$ cat config.mk
export PLATFORM = sky130hd
export DESIGN_NAME = wb_dual_master_arbiter_flat
export DESIGN_NICKNAME = d
export VERILOG_FILES = /design/src/rtl/wb_dual_master_arbiter_if.sv /design/src/rtl/wb_dual_master_arbiter.sv /design/src/flat_wrapper.sv
export SDC_FILE = /design/constraint.sdc
export NUM_CORES = 1
export LEC_CHECK = 0
export ABC_AREA = 1
export CAP_MARGIN = 30
export CELL_PAD_IN_SITES_DETAIL_PLACEMENT = 2
export CELL_PAD_IN_SITES_GLOBAL_PLACEMENT = 2
export CORE_MARGIN = 5
export CORE_UTILIZATION = 10
export DETAILED_ROUTE_END_ITERATION = 6
export GPL_TIMING_DRIVEN = 0
export MAX_ROUTING_LAYER = met4
export PLACE_DENSITY = 0.95
export SLEW_MARGIN = 20
export SYNTH_ARGS = -nofsm -noshare
export SYNTH_HDL_FRONTEND = slang
export SYNTH_SLANG_ARGS = --single-unit
$ cat constraint.sdc
create_clock -name wb_clk_i -period 1.6 [get_ports wb_clk_i]
set_clock_uncertainty 0.15 [all_clocks]
set_input_delay 0.32 -clock wb_clk_i [delete_from_list [all_inputs] [get_ports wb_clk_i]]
set_output_delay 0.32 -clock wb_clk_i [all_outputs]
set_load 0.02 [all_outputs]
$ cat src/rtl/wb_dual_master_arbiter_if.sv
// Wishbone bus bundle used on both sides of wb_dual_master_arbiter.
// The master modport is the view of whoever initiates cycles; the slave
// modport is the view of whoever answers them. Each master-facing port of
// the arbiter uses the slave modport. The shared downstream port uses the
// master modport.
interface wb_dual_master_arbiter_if;
  logic [31:0] adr;
  logic [31:0] dat_w;   // write data, master to slave
  logic [31:0] dat_r;   // read data, slave to master
  logic        we;
  logic [3:0]  sel;
  logic        stb;
  logic        cyc;
  logic        ack;

  modport master (
    output adr, dat_w, we, sel, stb, cyc,
    input  dat_r, ack
  );

  modport slave (
    input  adr, dat_w, we, sel, stb, cyc,
    output dat_r, ack
  );
endinterface

$ cat src/rtl/wb_dual_master_arbiter.sv
// Two-master Wishbone arbiter with round-robin grant of whole bus cycles.
// It is built for the Atom core's instruction and data buses sharing one
// single-port slave.
// Optional feature: define ARB_WATCHDOG_EN to add a stall watchdog. The
// watchdog ends a cycle the slave has not acked within TIMEOUT_CYCLES,
// and signals the owner through its err output.
module wb_dual_master_arbiter #(
  parameter int unsigned TIMEOUT_CYCLES = 255
) (
  input  logic                     wb_clk_i,
  input  logic                     wb_rst_i,   // synchronous, active-low
  wb_dual_master_arbiter_if.slave  m0,
  wb_dual_master_arbiter_if.slave  m1,
  wb_dual_master_arbiter_if.master s,
  output logic                     m0_err_o,
  output logic                     m1_err_o,
  output logic [1:0]               gnt_o
);

  // The watchdog timer is 16 bits wide, so the limit must fit.
  if (TIMEOUT_CYCLES < 1 || TIMEOUT_CYCLES > 65535) begin : g_bad_timeout
    $error("TIMEOUT_CYCLES out of range 1..65535");
  end

  typedef enum logic [1:0] {
    IDLE = 2'd0,
    OWN0 = 2'd1,
    OWN1 = 2'd2
  } state_t;

  state_t     state_q;
  logic       last_q;   // master that won the most recent grant
  logic [1:0] gnt_q;

  logic req0, req1;
  logic timeout;

  assign req0  = m0.cyc & m0.stb;
  assign req1  = m1.cyc & m1.stb;
  assign gnt_o = gnt_q;

`ifdef ARB_WATCHDOG_EN
  logic [15:0] timer_q;
  logic        owner_stb;

  assign owner_stb = (state_q == OWN0) ? m0.stb :
                     (state_q == OWN1) ? m1.stb : 1'b0;
  assign timeout   = (state_q != IDLE) && (timer_q == 16'(TIMEOUT_CYCLES));

  // Stall timer: cleared while idle (so it starts at zero on each grant), on
  // every slave ack and when it terminates a cycle. It counts only while the
  // owner strobes without an ack.
  always_ff @(posedge wb_clk_i) begin
    if (!wb_rst_i) begin
      timer_q <= '0;
    end else if (state_q == IDLE || s.ack || timeout) begin
      timer_q <= '0;
    end else if (owner_stb) begin
      timer_q <= timer_q + 16'd1;
    end
  end
`else
  assign timeout = 1'b0;
`endif

  // Ownership FSM: grants whole bus cycles and alternates on ties.
  // Ownership ends when the owner drops cyc or the watchdog fires.
  always_ff @(posedge wb_clk_i) begin
    if (!wb_rst_i) begin
      state_q <= IDLE;
      last_q  <= 1'b1;
      gnt_q   <= 2'b00;
    end else begin
      case (state_q)
        IDLE: begin
          if (req0 && (!req1 || last_q)) begin
            state_q <= OWN0;
            gnt_q   <= 2'b01;
            last_q  <= 1'b0;
          end else if (req1) begin
            state_q <= OWN1;
            gnt_q   <= 2'b10;
            last_q  <= 1'b1;
          end
        end
        OWN0: begin
          if (!m0.cyc || timeout) begin
            state_q <= IDLE;
            gnt_q   <= 2'b00;
          end
        end
        OWN1: begin
          if (!m1.cyc || timeout) begin
            state_q <= IDLE;
            gnt_q   <= 2'b00;
          end
        end
        default: begin
          state_q <= IDLE;
          gnt_q   <= 2'b00;
        end
      endcase
    end
  end

  // Bus routing: connect the slave to the owning master. The non-owner sees
  // zeros. A watchdog termination masks the strobe, the cycle and the ack.
  always_comb begin
    s.adr    = '0;
    s.dat_w  = '0;
    s.we     = 1'b0;
    s.sel    = '0;
    s.stb    = 1'b0;
    s.cyc    = 1'b0;
    m0.dat_r = '0;
    m0.ack   = 1'b0;
    m1.dat_r = '0;
    m1.ack   = 1'b0;
    m0_err_o = 1'b0;
    m1_err_o = 1'b0;
    case (state_q)
      OWN0: begin
        s.adr    = m0.adr;
        s.dat_w  = m0.dat_w;
        s.we     = m0.we;
        s.sel    = m0.sel;
        s.stb    = m0.stb & ~timeout;
        s.cyc    = m0.cyc & ~timeout;
        m0.dat_r = s.dat_r;
        m0.ack   = s.ack & ~timeout;
        m0_err_o = timeout;
      end
      OWN1: begin
        s.adr    = m1.adr;
        s.dat_w  = m1.dat_w;
        s.we     = m1.we;
        s.sel    = m1.sel;
        s.stb    = m1.stb & ~timeout;
        s.cyc    = m1.cyc & ~timeout;
        m1.dat_r = s.dat_r;
        m1.ack   = s.ack & ~timeout;
        m1_err_o = timeout;
      end
      default: ;
    endcase
  end

endmodule

$ cat src/flat_wrapper.sv
// flat-port wrapper written by rule: the top's interface ports become plain ports
module wb_dual_master_arbiter_flat 
#(
  parameter int unsigned TIMEOUT_CYCLES = 255
)
  (wb_clk_i, wb_rst_i, m0_err_o, m1_err_o, gnt_o, m0_adr, m0_dat_w, m0_we, m0_sel, m0_stb, m0_cyc, m0_dat_r, m0_ack, m1_adr, m1_dat_w, m1_we, m1_sel, m1_stb, m1_cyc, m1_dat_r, m1_ack, s_adr, s_dat_w, s_we, s_sel, s_stb, s_cyc, s_dat_r, s_ack);
  wb_dual_master_arbiter_if m0_i ();
  wb_dual_master_arbiter_if m1_i ();
  wb_dual_master_arbiter_if s_i ();
  input  logic wb_clk_i;
  input  logic wb_rst_i;
  output logic m0_err_o;
  output logic m1_err_o;
  output logic [1:0] gnt_o;
  input wire logic [$bits(m0_i.adr)-1:0] m0_adr;
  input wire logic [$bits(m0_i.dat_w)-1:0] m0_dat_w;
  input wire logic [$bits(m0_i.we)-1:0] m0_we;
  input wire logic [$bits(m0_i.sel)-1:0] m0_sel;
  input wire logic [$bits(m0_i.stb)-1:0] m0_stb;
  input wire logic [$bits(m0_i.cyc)-1:0] m0_cyc;
  output wire logic [$bits(m0_i.dat_r)-1:0] m0_dat_r;
  output wire logic [$bits(m0_i.ack)-1:0] m0_ack;
  input wire logic [$bits(m1_i.adr)-1:0] m1_adr;
  input wire logic [$bits(m1_i.dat_w)-1:0] m1_dat_w;
  input wire logic [$bits(m1_i.we)-1:0] m1_we;
  input wire logic [$bits(m1_i.sel)-1:0] m1_sel;
  input wire logic [$bits(m1_i.stb)-1:0] m1_stb;
  input wire logic [$bits(m1_i.cyc)-1:0] m1_cyc;
  output wire logic [$bits(m1_i.dat_r)-1:0] m1_dat_r;
  output wire logic [$bits(m1_i.ack)-1:0] m1_ack;
  output wire logic [$bits(s_i.adr)-1:0] s_adr;
  output wire logic [$bits(s_i.dat_w)-1:0] s_dat_w;
  output wire logic [$bits(s_i.we)-1:0] s_we;
  output wire logic [$bits(s_i.sel)-1:0] s_sel;
  output wire logic [$bits(s_i.stb)-1:0] s_stb;
  output wire logic [$bits(s_i.cyc)-1:0] s_cyc;
  input wire logic [$bits(s_i.dat_r)-1:0] s_dat_r;
  input wire logic [$bits(s_i.ack)-1:0] s_ack;
  assign m0_i.adr = m0_adr;
  assign m0_i.dat_w = m0_dat_w;
  assign m0_i.we = m0_we;
  assign m0_i.sel = m0_sel;
  assign m0_i.stb = m0_stb;
  assign m0_i.cyc = m0_cyc;
  assign m0_dat_r = m0_i.dat_r;
  assign m0_ack = m0_i.ack;
  assign m1_i.adr = m1_adr;
  assign m1_i.dat_w = m1_dat_w;
  assign m1_i.we = m1_we;
  assign m1_i.sel = m1_sel;
  assign m1_i.stb = m1_stb;
  assign m1_i.cyc = m1_cyc;
  assign m1_dat_r = m1_i.dat_r;
  assign m1_ack = m1_i.ack;
  assign s_adr = s_i.adr;
  assign s_dat_w = s_i.dat_w;
  assign s_we = s_i.we;
  assign s_sel = s_i.sel;
  assign s_stb = s_i.stb;
  assign s_cyc = s_i.cyc;
  assign s_i.dat_r = s_dat_r;
  assign s_i.ack = s_ack;
  wb_dual_master_arbiter #(.TIMEOUT_CYCLES(TIMEOUT_CYCLES)) u_core (.wb_clk_i(wb_clk_i), .wb_rst_i(wb_rst_i), .m0(m0_i), .m1(m1_i), .s(s_i), .m0_err_o(m0_err_o), .m1_err_o(m1_err_o), .gnt_o(gnt_o));
endmodule
==> summary.md, run 1 <==
| Metric | Value |
|---|---|
| Placed insts | around 960 |
| Largest net degree at the start of global routing | 11 |
| Vias in the first global route | around 4,400 |
| Initial Utilization | 0.101 |
| H-tree levels | 1 |
| Sink Count | 3 |
| I/O pins | between 300 and 400 |
| Startpoint Class | flip-flop |
| Reg2Reg Setup Slack | roughly 100 ps |
| DIE WIDTH | 145 um |
| Yosys reg bits | 3 |
| Mapped cell area | approximately 1800 um^2 |
| Worst EP arrival | between 1500 and 2000 ps |
| End of the worst register-to-register path | u_core.state_q[0] |
| Slowest cell on crit path | dfxtp_4 |
| R2R depth | 9 |
| Port Buffers | between 300 and 400 |
| CTS buffer count | 3 |
| Failing checks | setup timing |
| Tot GR Track Use | 0.153 |
| Core Area | between 15,000 and 20,000 um^2 |
| Clk_lat worst skew | 230 ps |
| Final worst setup slack | -483 ps |
| Post-route ant nets | 0 |
| Period utilization | 1.30 |
| Final hold viol count | 0 |
| CP max FO | 8 |
| Final setup viols | ~140 |
| Worst-path clk slew | ~30 ps |
| CTS tree | built |
| Post-DP HPWL | ~15 mm |
| Type of the tightest min-delay check | flip-flop to flip-flop |
| Root Driver | clkbuf_16 |
| Slew Viols, Final | 0 |
| Crit path largest cell delay | roughly 370 ps |
| Peak VDD IR | between 0.00015 and 0.0002 V |
| Distinct cell type count after synthesis | 15 |
| Std cell rows | 49 |
| Vias per cell | approximately 4.1 |
| Non-filler cells, final | roughly 990 |
| N_diodes | 0 |
| Warnings, synthesis | 0 |
| Vias | just over 4,000 |
| Cells after Synth | 410 |
| Crit path to | s_dat_w[23] |
| Outcome | finished with violations |
| Pwr Density | 372 nW/um^2 |
| Worst Path Class, Setup | flip-flop to output port |
| Total of max-cap violations | 0 |
| Worst endpoint required time | ~1100 ps |
| Detailed Route WL | 20.6 mm |
| Period minus WS final | 2080 ps |
| Wire per inst | roughly 21 um |
| Cells along the critical path | inv_4 > ha_4 > inv_8 > clkbuf_16 > buf_4 > a21oi_4 > buf_6 |
| DRC | 0 |
| Growth of design area from synthesis to finish | 300% |
| Layout cell share with drive strength beyond 1 | 0.580 |
| LEAKAGE | around 3.5 nW |
| Syn Area/Cell | about 4.4 um^2 |
| Starting DRT DRC Count | 62 |
| Die H | between 100 and 150 um |
| 1st-pass router iterations | 4 |
| Crit end category | output port |
| Reg2reg start | u_core.state_q[1] |
| Antenna violations before repair | 0 |
| Layout Nets | about 940 |
| Clk buf depth | 2 |
| Sequential element share of the synthesized area | 0.0331 |
| RSZ-0062 raised after global routing | true |
| Fmax | a little under 0.5 GHz |
| First-pass GRT wire length | 24.2 mm |
| Crit path launch | u_core.state_q[0] |
| Setup TNS | -52,200 ps |
| Full die area | 21,000 um^2 |
| GRT overflow | 0 |
| CTS Hold Bufs | 0 |
| Placer Congestion | between 0.8 and 0.9 |
-- layout make-up --
class	instances	area, um^2
multi-input combinational	301	2350
sequential	3	67.6
tap	229	287
buffer	30	499
inverter	74	290
fill	1953	10600
clock buffer	4	78.8
timing repair buffer	348	3700
-- layer usage --
layer  part of all wire  track usage  vias up
met5                  0            -        -
met4              0.021       0.0187        0
met3              0.070       0.0243       25
met2               0.57        0.302      184
met1               0.34        0.164     1956
li1                   -            -     1913
-- cell usage after synthesis, drive strengths merged --
cell / count / area [um^2]
a21oi: 72 / 360
buf: 26 / 203
clkbuf: 7 / 26.3
conb: 1 / 3.75
dfxtp: 3 / 60.1
ha: 3 / 37.5
inv: 74 / 278
nand2: 216 / 811
nand3: 1 / 5.00
nand4: 1 / 6.26
nor2: 3 / 11.3
o21ai: 3 / 15.0
-- state kept, by name, summed over array words and instances (netlist names) --
name and count:
u_core.state_q 2, u_core.last_q 1
-- metrics by stage --
stage	util	hold WS, ps	total power, W	area, um^2	worst slack [ps]
3_5_place_dp	0.319	407	0.00167	5710	-816
5_1_grt	0.406	489	0.00284	7270	-562
3_3_place_gp	0.319	391	0.00163	5710	-804
2_1_floorplan	-	239	0.000773	2270	-189
6_report	0.406	406	0.00271	7270	-483
4_1_cts	0.326	416	0.00224	5840	-586
-- report_power, final --
part / total (W) / leakage (nW) / switching, W / internal [W]
Combinational: 0.00221 / 3.48 / 0.00108 / 0.00113
Clock: 0.000410 / 0.0382 / 0.0000801 / 0.000330
Sequential: 0.0000882 / 0.0261 / 0.00000754 / 0.0000807
-- kinds of logic (layout without fill, tap and decap cells) --
| logic type | count (synthesis) | after routing | synth area share |
|---|---|---|---|
| flops | 3 | 3 | 0.0331 |
| fa+ha+maj | 3 | 3 | 0.0207 |
| other cells | 1 | 2 | 0.00206 |
| compound gates | 75 | 75 | 0.207 |
| buf+inv | 107 | 456 | 0.279 |
| simple gates | 221 | 221 | 0.459 |
-- worst max-delay path, delay by kind of cell, from the launching register on --
family / cells / cell delay (ps)
buffers and inverters: 5 / 570
AOI/OAI and AO/OA: 1 / 150
adders and majority gates: 1 / 280
DFF: 1 / 370
-- how the worst min path moves through the flow --
stage | from | endpoint | slack [ps] | cells past startpoint
CTS | u_core.last_q | u_core.last_q | 420 | 4
detailed placement | u_core.last_q | u_core.last_q | 410 | 4
global route | u_core.last_q | u_core.last_q | 490 | 4
finish | u_core.last_q | u_core.last_q | 410 | 4
floorplan | wb_rst_i | u_core.last_q | 240 | 1
global placement | u_core.last_q | u_core.last_q | 390 | 4
-- repair_timing --
action | in CTS | in global routing
pin swaps | 0 | 63
setup buffers | 9 | 10
endpoints found under the setup margin | 139 | 141
cloned | 0 | 14
gates resized for setup | 576 | 467
-- cells in the final DEF, fill, tap and decap left out, types with 2 or more instances in the layout --
master and n:
clkdlybuf4s50_1 176, nor2_1 2, buf_4 35, nand2_2 38
conb_1 2, nand2_4 72, clkbuf_2 2, dlymetal6s2s_1 2
a21oi_4 27, buf_6 108, inv_2 63, o21ai_0 3
nand2_1 106, buf_8 7, buf_12 14, dfxtp_4 2
ha_4 3, clkbuf_16 21, a21oi_2 29, inv_1 8
inv_4 2, buf_2 14, a21oi_1 16
No activity file was read; power rests on OpenSTA's default activity.
==> run 2: changes to the inputs <==
==> constraint.sdc (replaced) <==
create_clock -name wb_clk_i -period 2.6 [get_ports wb_clk_i]
set_clock_uncertainty 0.15 [all_clocks]
set_input_delay 0.52 -clock wb_clk_i [delete_from_list [all_inputs] [get_ports wb_clk_i]]
set_output_delay 0.52 -clock wb_clk_i [all_outputs]
set_load 0.02 [all_outputs]
==> summary.md, run 2 (synthesis results as in run 1) <==
| Metric | Value |
|---|---|
| Outcome | complete, no violations (was finished with violations) |
| Clk buf depth | 2 (unchanged) |
| Most common cell after layout, fill and taps aside | nand2_1 (was clkdlybuf4s50_1) |
| Hold Path End | u_core.state_q[1] (was u_core.last_q) |
| Worst Path Class, Setup | flip-flop to output port (unchanged) |
| Vias | 3,822 (was 4,078) |
| Growth of design area from synthesis to finish | 177% (was 300%) |
| End of the worst register-to-register path | u_core.state_q[0] (unchanged) |
| Initial Utilization | 0.101 (unchanged) |
| CTS tree | built (unchanged) |
| Final Util | 0.281 (was 0.406) |
| Post-DP HPWL | 14.4 mm (was 14.8 mm) |
| Sink Count | 3 (unchanged) |
| Hold Crit Depth | 2 (was 4) |
| Largest net degree at the start of global routing | 11 (unchanged) |
| Period utilization | 0.950 |
| Final worst setup slack | 131 ps (was -483 ps) |
| Placer Congestion | 0.785 (was 0.817) |
| H-tree levels | 1 (unchanged) |
| Peak VDD IR | 0.000123 V (was 0.000188 V) |
| Clk_lat worst skew | 230 ps (about the same) |
| Tot GR Track Use | 0.145 (was 0.153) |
| Reg2reg start | u_core.state_q[0] (was u_core.state_q[1]) |
| Detailed Route WL | 16.3 mm (was 20.6 mm) |
| Min Hold Slack | 442 ps (was 406 ps) |
| Biggest regs | u_core.state_q x2, u_core.last_q x1 (unchanged) |
| CTS buffer count | 3 (unchanged) |
| Std cell rows | 49 (unchanged) |
| CP max FO | 10 (was 8) |
| Starting DRT DRC Count | 50 (was 62) |
| Reg2Reg Setup Slack | 1040 ps (was 100 ps) |
| Crit end category | output port (unchanged) |
| Hold path startpoint | u_core.state_q[1] (was u_core.last_q) |
| I/O pins | 318 (unchanged) |
| Antenna violations before repair | 0 (unchanged) |
| Fill cells | 2,224 (was 1,953) |
| LEAKAGE | 2.70 nW (was 3.54 nW) |
| N_diodes | 0 (unchanged) |
| Root Driver | clkbuf_16 (unchanged) |
| DRC | 0 (unchanged) |
| Max reg flops | 2 (unchanged) |
| First-pass GRT wire length | 22.8 mm (was 24.2 mm) |
| Period minus WS final | approximately 2500 ps |
| Post-route ant nets | 0 (unchanged) |
| Most flops, register | u_core.state_q (unchanged) |
| Startpoint Class | flip-flop (unchanged) |
| Wire per inst | 17.0 um (was 20.8 um) |
| DIE WIDTH | 145 um (unchanged) |
| Die H | 145 um (unchanged) |
| Most frequent cells in the layout | 216 x nand2_1, 178 x clkdlybuf4s50_1, 73 x inv_1, 71 x a21oi_1, 52 x dlygate4sd2_1 (was 176 x clkdlybuf4s50_1, 108 x buf_6, 106 x nand2_1, 72 x nand2_4, 63 x inv_2) |
| Pwr Total | 0.00112 W (was 0.00271 W) |
| Core Area | 17,900 um^2 (unchanged) |
| Layout cell share with drive strength beyond 1 | 0.137 (was 0.580) |
| R2R depth | 8 (was 9) |
| Type of the tightest min-delay check | flip-flop to flip-flop (unchanged) |
| Worst-path clk slew | 30 ps (about the same) |
| Pwr Density | 222 nW/um^2 (was 372 nW/um^2) |
| Layout Nets | 911 (was 941) |
| Final hold viol count | 0 (unchanged) |
| Pre-CTS WS | -361 ps (was -816 ps) |
| RSZ-0062 raised after global routing | false (was true) |
| Full die area | 21,000 um^2 (unchanged) |
| Worst endpoint required time | 1930 ps (was 1130 ps) |
| 1st-pass router iterations | 4 (unchanged) |
| Worst EP arrival | 1800 ps (was 1610 ps) |
| Port Buffers | 315 (unchanged) |
| Final setup viols | 0 (was 137) |
| Slew Viols, Final | 0 (unchanged) |
| Fmax | ~0.41 GHz |
| Vias per cell | 3.99 (was 4.12) |
| GRT overflow | 0 (unchanged) |
| Total of max-cap violations | 0 (unchanged) |
| Vias in the first global route | 4,230 (was 4,394) |
-- run 2: area by class of cell --
cell class	count	area, um^2	share of cell area
well taps	229	287	0.0569
repair buffers	315	2790	0.554
inverters	74	280	0.0556
clock buffers	4	78.8	0.0156
flip-flops and latches	3	60.1	0.0119
multi-input cells	301	1260	0.250
plain buffers	33	283	0.0561
-- run 2: worst max-delay path: stages (launching register included) --
cell and delay, ps:
dfxtp_1 360, inv_1 90, ha_1 190, buf_2 160, buf_8 160, buf_4 180, nand2_1 60, inv_1 40
dlygate4sd2_1 320
-- run 2: how the worst max path moves through the flow --
stage,startpoint,to,slack (ps)
final,u_core.state_q[0],m1_ack,130
after global routing,u_core.state_q[0],m1_dat_r[30],0.04
after CTS,u_core.state_q[0],s_cyc,-150
after detailed placement,u_core.state_q[0],s_dat_w[22],-360
after global placement,u_core.state_q[0],s_dat_w[22],-360
after floorplan,u_core.state_q[0],s_dat_w[17],480
-- run 2: repair_timing --
| action | in CTS | in global routing |
|---|---|---|
| hold buffers | 0 | 0 |
| setup endpoints to repair | 137 | 95 |
| resized for setup | 186 | 137 |
| setup buffers | 0 | 0 |
| cloned | 0 | 0 |
-- run 2: per-layer routing --
metal  global-route usage  share of wire  vias up
met3               0.0276          0.091       14
met5                    -              0        -
met4               0.0241          0.014        0
li1                     -              -     1842
met1                0.149           0.35     1774
met2                0.285           0.54      192
-- run 2: per-stage QoR --
step	cells	instance area (um^2)	setup TNS [ps]
4_1_cts	959	5250	-163
6_report	959	5040	0
3_5_place_dp	955	5260	-12780
5_1_grt	959	5040	0
3_3_place_gp	955	5260	-11520
2_1_floorplan	411	1820	0
-- run 2: report_power, final --
part           switching [W]  leakage (nW)  internal [W]
Combinational       0.000407          2.64      0.000405
Clock              0.0000488        0.0382      0.000203
Sequential        0.00000287        0.0246     0.0000499
Total               0.000459          2.70      0.000658
==> run 3: changes to the inputs <==
--- a/config.mk
+++ b/config.mk
@@ -9,12 +9,13 @@
 export CAP_MARGIN = 30
 export CELL_PAD_IN_SITES_DETAIL_PLACEMENT = 2
 export CELL_PAD_IN_SITES_GLOBAL_PLACEMENT = 2
-export CORE_MARGIN = 5
-export CORE_UTILIZATION = 10
+export CORE_AREA = 5 5 119 121
 export DETAILED_ROUTE_END_ITERATION = 6
+export DIE_AREA = 0 0 124 126
+export DONT_BUFFER_PORTS = 1
 export GPL_TIMING_DRIVEN = 0
 export MAX_ROUTING_LAYER = met4
-export PLACE_DENSITY = 0.95
+export PLACE_DENSITY = 0.67
 export SLEW_MARGIN = 20
 export SYNTH_ARGS = -nofsm -noshare
 export SYNTH_HDL_FRONTEND = slang
==> summary.md, run 3 (synthesis results as in run 1) <==
| Metric | Value |
|---|---|
| Outcome | complete, no violations (unchanged) |
| Die H | 126 um (was 145 um) |
| H-tree levels | 1 (unchanged) |
| I/O pins | 318 (unchanged) |
| Largest net degree at the start of global routing | 11 (unchanged) |
| Post-route cell area | 2440 um^2 (was 5040 um^2) |
| Period minus WS final | 2470 ps (about the same) |
| Biggest regs | u_core.state_q x2, u_core.last_q x1 (unchanged) |
| Slew Viols, Final | 0 (unchanged) |
| Tot GR Track Use | 0.144 (was 0.145) |
| Setup TNS | 0 ps (unchanged) |
| Crit path largest cell delay | 450 ps (was 360 ps) |
| Max reg flops | 2 (unchanged) |
| Most common cell after layout, fill and taps aside | nand2_1 (unchanged) |
| Std cell rows | 42 (was 49) |
| LEAKAGE | 1.17 nW (was 2.70 nW) |
| Growth of design area from synthesis to finish | 34.4% (was 177%) |
| GRT overflow | 0 (unchanged) |
| Layout cell share with drive strength beyond 1 | 0.248 (was 0.137) |
| Crit end category | output port (unchanged) |
| Worst endpoint required time | 1930 ps (about the same) |
| Most flops, register | u_core.state_q (unchanged) |
| Clk pwr share | 0.316 (was 0.225) |
| Detailed Route WL | 12.2 mm (was 16.3 mm) |
| Sink Count | 3 (unchanged) |
| Starting DRT DRC Count | 35 (was 50) |
| Core Area | 13,000 um^2 (was 17,900 um^2) |
| Post-route ant nets | 0 (unchanged) |
| Post-CTS setup buffer count | 0 (unchanged) |
| DIE WIDTH | 124 um (was 145 um) |
| Final hold viol count | 0 (unchanged) |
| Vias per cell | 4.46 (was 3.99) |
| Peak VDD IR | 0.000201 V (was 0.000123 V) |
| Worst Tran Pin Value | between 500 and 600 ps |
| Worst Path Class, Setup | flip-flop to output port (unchanged) |
| N_diodes | 0 (unchanged) |
| Vias | 2,634 (was 3,822) |
| Final setup viols | 0 (unchanged) |
| Initial Utilization | 0.140 (was 0.101) |
| Type of the tightest min-delay check | primary input to flip-flop (was flip-flop to flip-flop) |
| Total of max-cap violations | 0 (unchanged) |
| Int Power | 0.000362 W (was 0.000658 W) |
| Period utilization | 0.950 (about the same) |
| Register area | 62.6 um^2 (was 60.1 um^2) |
| CTS tree | built (unchanged) |
| Cells along the critical path | inv_1 > ha_1 > inv_2 > clkbuf_2 > a21oi_1 (was inv_1 > ha_1 > buf_2 > buf_8 > buf_4 > nand2_1 > inv_1 > dlygate4sd2_1) |
| Slew headroom | 0.653 |
| CTS buffer count | 3 (unchanged) |
| Psw | 0.000428 W (was 0.000459 W) |
| Clk buf depth | 2 (unchanged) |
| Pwr Density | 324 nW/um^2 (was 222 nW/um^2) |
| Fmax | 0.405 GHz (about the same) |
| Wire per inst | 20.7 um (was 17.0 um) |
| Placer Congestion | 0.856 (was 0.785) |
| Most frequent cells in the layout | 216 x nand2_1, 72 x inv_1, 53 x a21oi_2, 12 x buf_2, 10 x a21oi_1 (was 216 x nand2_1, 178 x clkdlybuf4s50_1, 73 x inv_1, 71 x a21oi_1, 52 x dlygate4sd2_1) |
| First-pass GRT wire length | 17.0 mm (was 22.8 mm) |
| Full die area | 15,600 um^2 (was 21,000 um^2) |
| CP max FO | 10 (unchanged) |
| Sw frac | 0.542 (was 0.411) |
| Slowest cell on crit path | a21oi_1 (was dfxtp_1) |
| Share of power burned in registers | 0.072 (was 0.047) |
| Port Buffers | 0 (was 315) |
| 1st-pass router iterations | 4 (unchanged) |
| DRC | 0 (unchanged) |
| Post-DP HPWL | 10.6 mm (was 14.4 mm) |
| Vias in the first global route | 3,000 (was 4,230) |
| Startpoint Class | flip-flop (unchanged) |
| Layout Nets | 596 (was 911) |
| RSZ-0062 raised after global routing | false (unchanged) |
| Post-DP Area | 2040 um^2 (was 5260 um^2) |
| Fill cells | 1,678 (was 2,224) |
| Antenna violations before repair | 0 (unchanged) |
| Worst-path clk slew | 30 ps (about the same) |
| CTS Hold Bufs | 0 (unchanged) |
| Area of the multi-input gates | 1560 um^2 (was 1260 um^2) |
| Combinational Power Share | 0.612 (was 0.727) |
| Worst EP arrival | 1800 ps (about the same) |
| Clk_lat worst skew | 230 ps (about the same) |
| Root Driver | clkbuf_16 (unchanged) |
-- run 3: final timing paths --
check                                       start                 to  slack (ps)  depth (start not counted)
worst max-delay path            u_core.state_q[1]           s_sel[0]         130                          5
worst min-delay path                     wb_rst_i      u_core.last_q         220                          1
worst max register to register  u_core.state_q[1]  u_core.state_q[1]         960                          8
worst min register to register      u_core.last_q      u_core.last_q         460                          4
-- run 3: cell type report --
type | instances | area share
buffer | 33 | 0.101
clock buffer | 4 | 0.0323
inverter | 74 | 0.114
multi-input combinational | 301 | 0.637
sequential | 3 | 0.0256
tap | 176 | 0.0902
-- run 3: metrics by stage --
stage	util	worst slack, ps	std cells	hold slack [ps]	power [W]
after global placement	0.157	-122	587	414	0.000465
after detailed placement	0.157	-157	587	409	0.000480
after floorplan	-	485	411	361	0.000378
final	0.188	131	591	216	0.000791
after global routing	0.188	54.3	591	218	0.000848
after CTS	0.183	-81.2	591	213	0.000791
-- run 3: critical path: cells and delay by family (launching register included) --
kind | cells | cell delay, ps
flip-flops | 1 | 420
AO/OA/AOI/OAI | 1 | 450
buffers and inverters | 3 | 420
adder cells (fa/ha/maj) | 1 | 290
-- run 3: per-layer routing --
metal,part of all wire,track usage,up-vias
met4,0.015,0.0296,0
met2,0.54,0.285,194
met1,0.35,0.140,1212
li1,-,-,1210
met3,0.093,0.0305,18
met5,0,-,-
-- run 3: timing repair --
action | 4_1_cts | 5_1_grt
pin swaps | 0 | 1
setup endpoints to repair | 71 | 83
gates resized for setup | 72 | 14
-- run 3: power groups by stage --
| stage | Sequential (W) | Combinational, W | Clock (W) |
|---|---|---|---|
| after global routing | 0.0000578 | 0.000530 | 0.000260 |
| final | 0.0000569 | 0.000484 | 0.000250 |
| after detailed placement | 0.0000569 | 0.000423 | 0 |
| after CTS | 0.0000563 | 0.000480 | 0.000254 |
| after floorplan | 0.0000553 | 0.000323 | 0 |
| after global placement | 0.0000569 | 0.000408 | 0 |
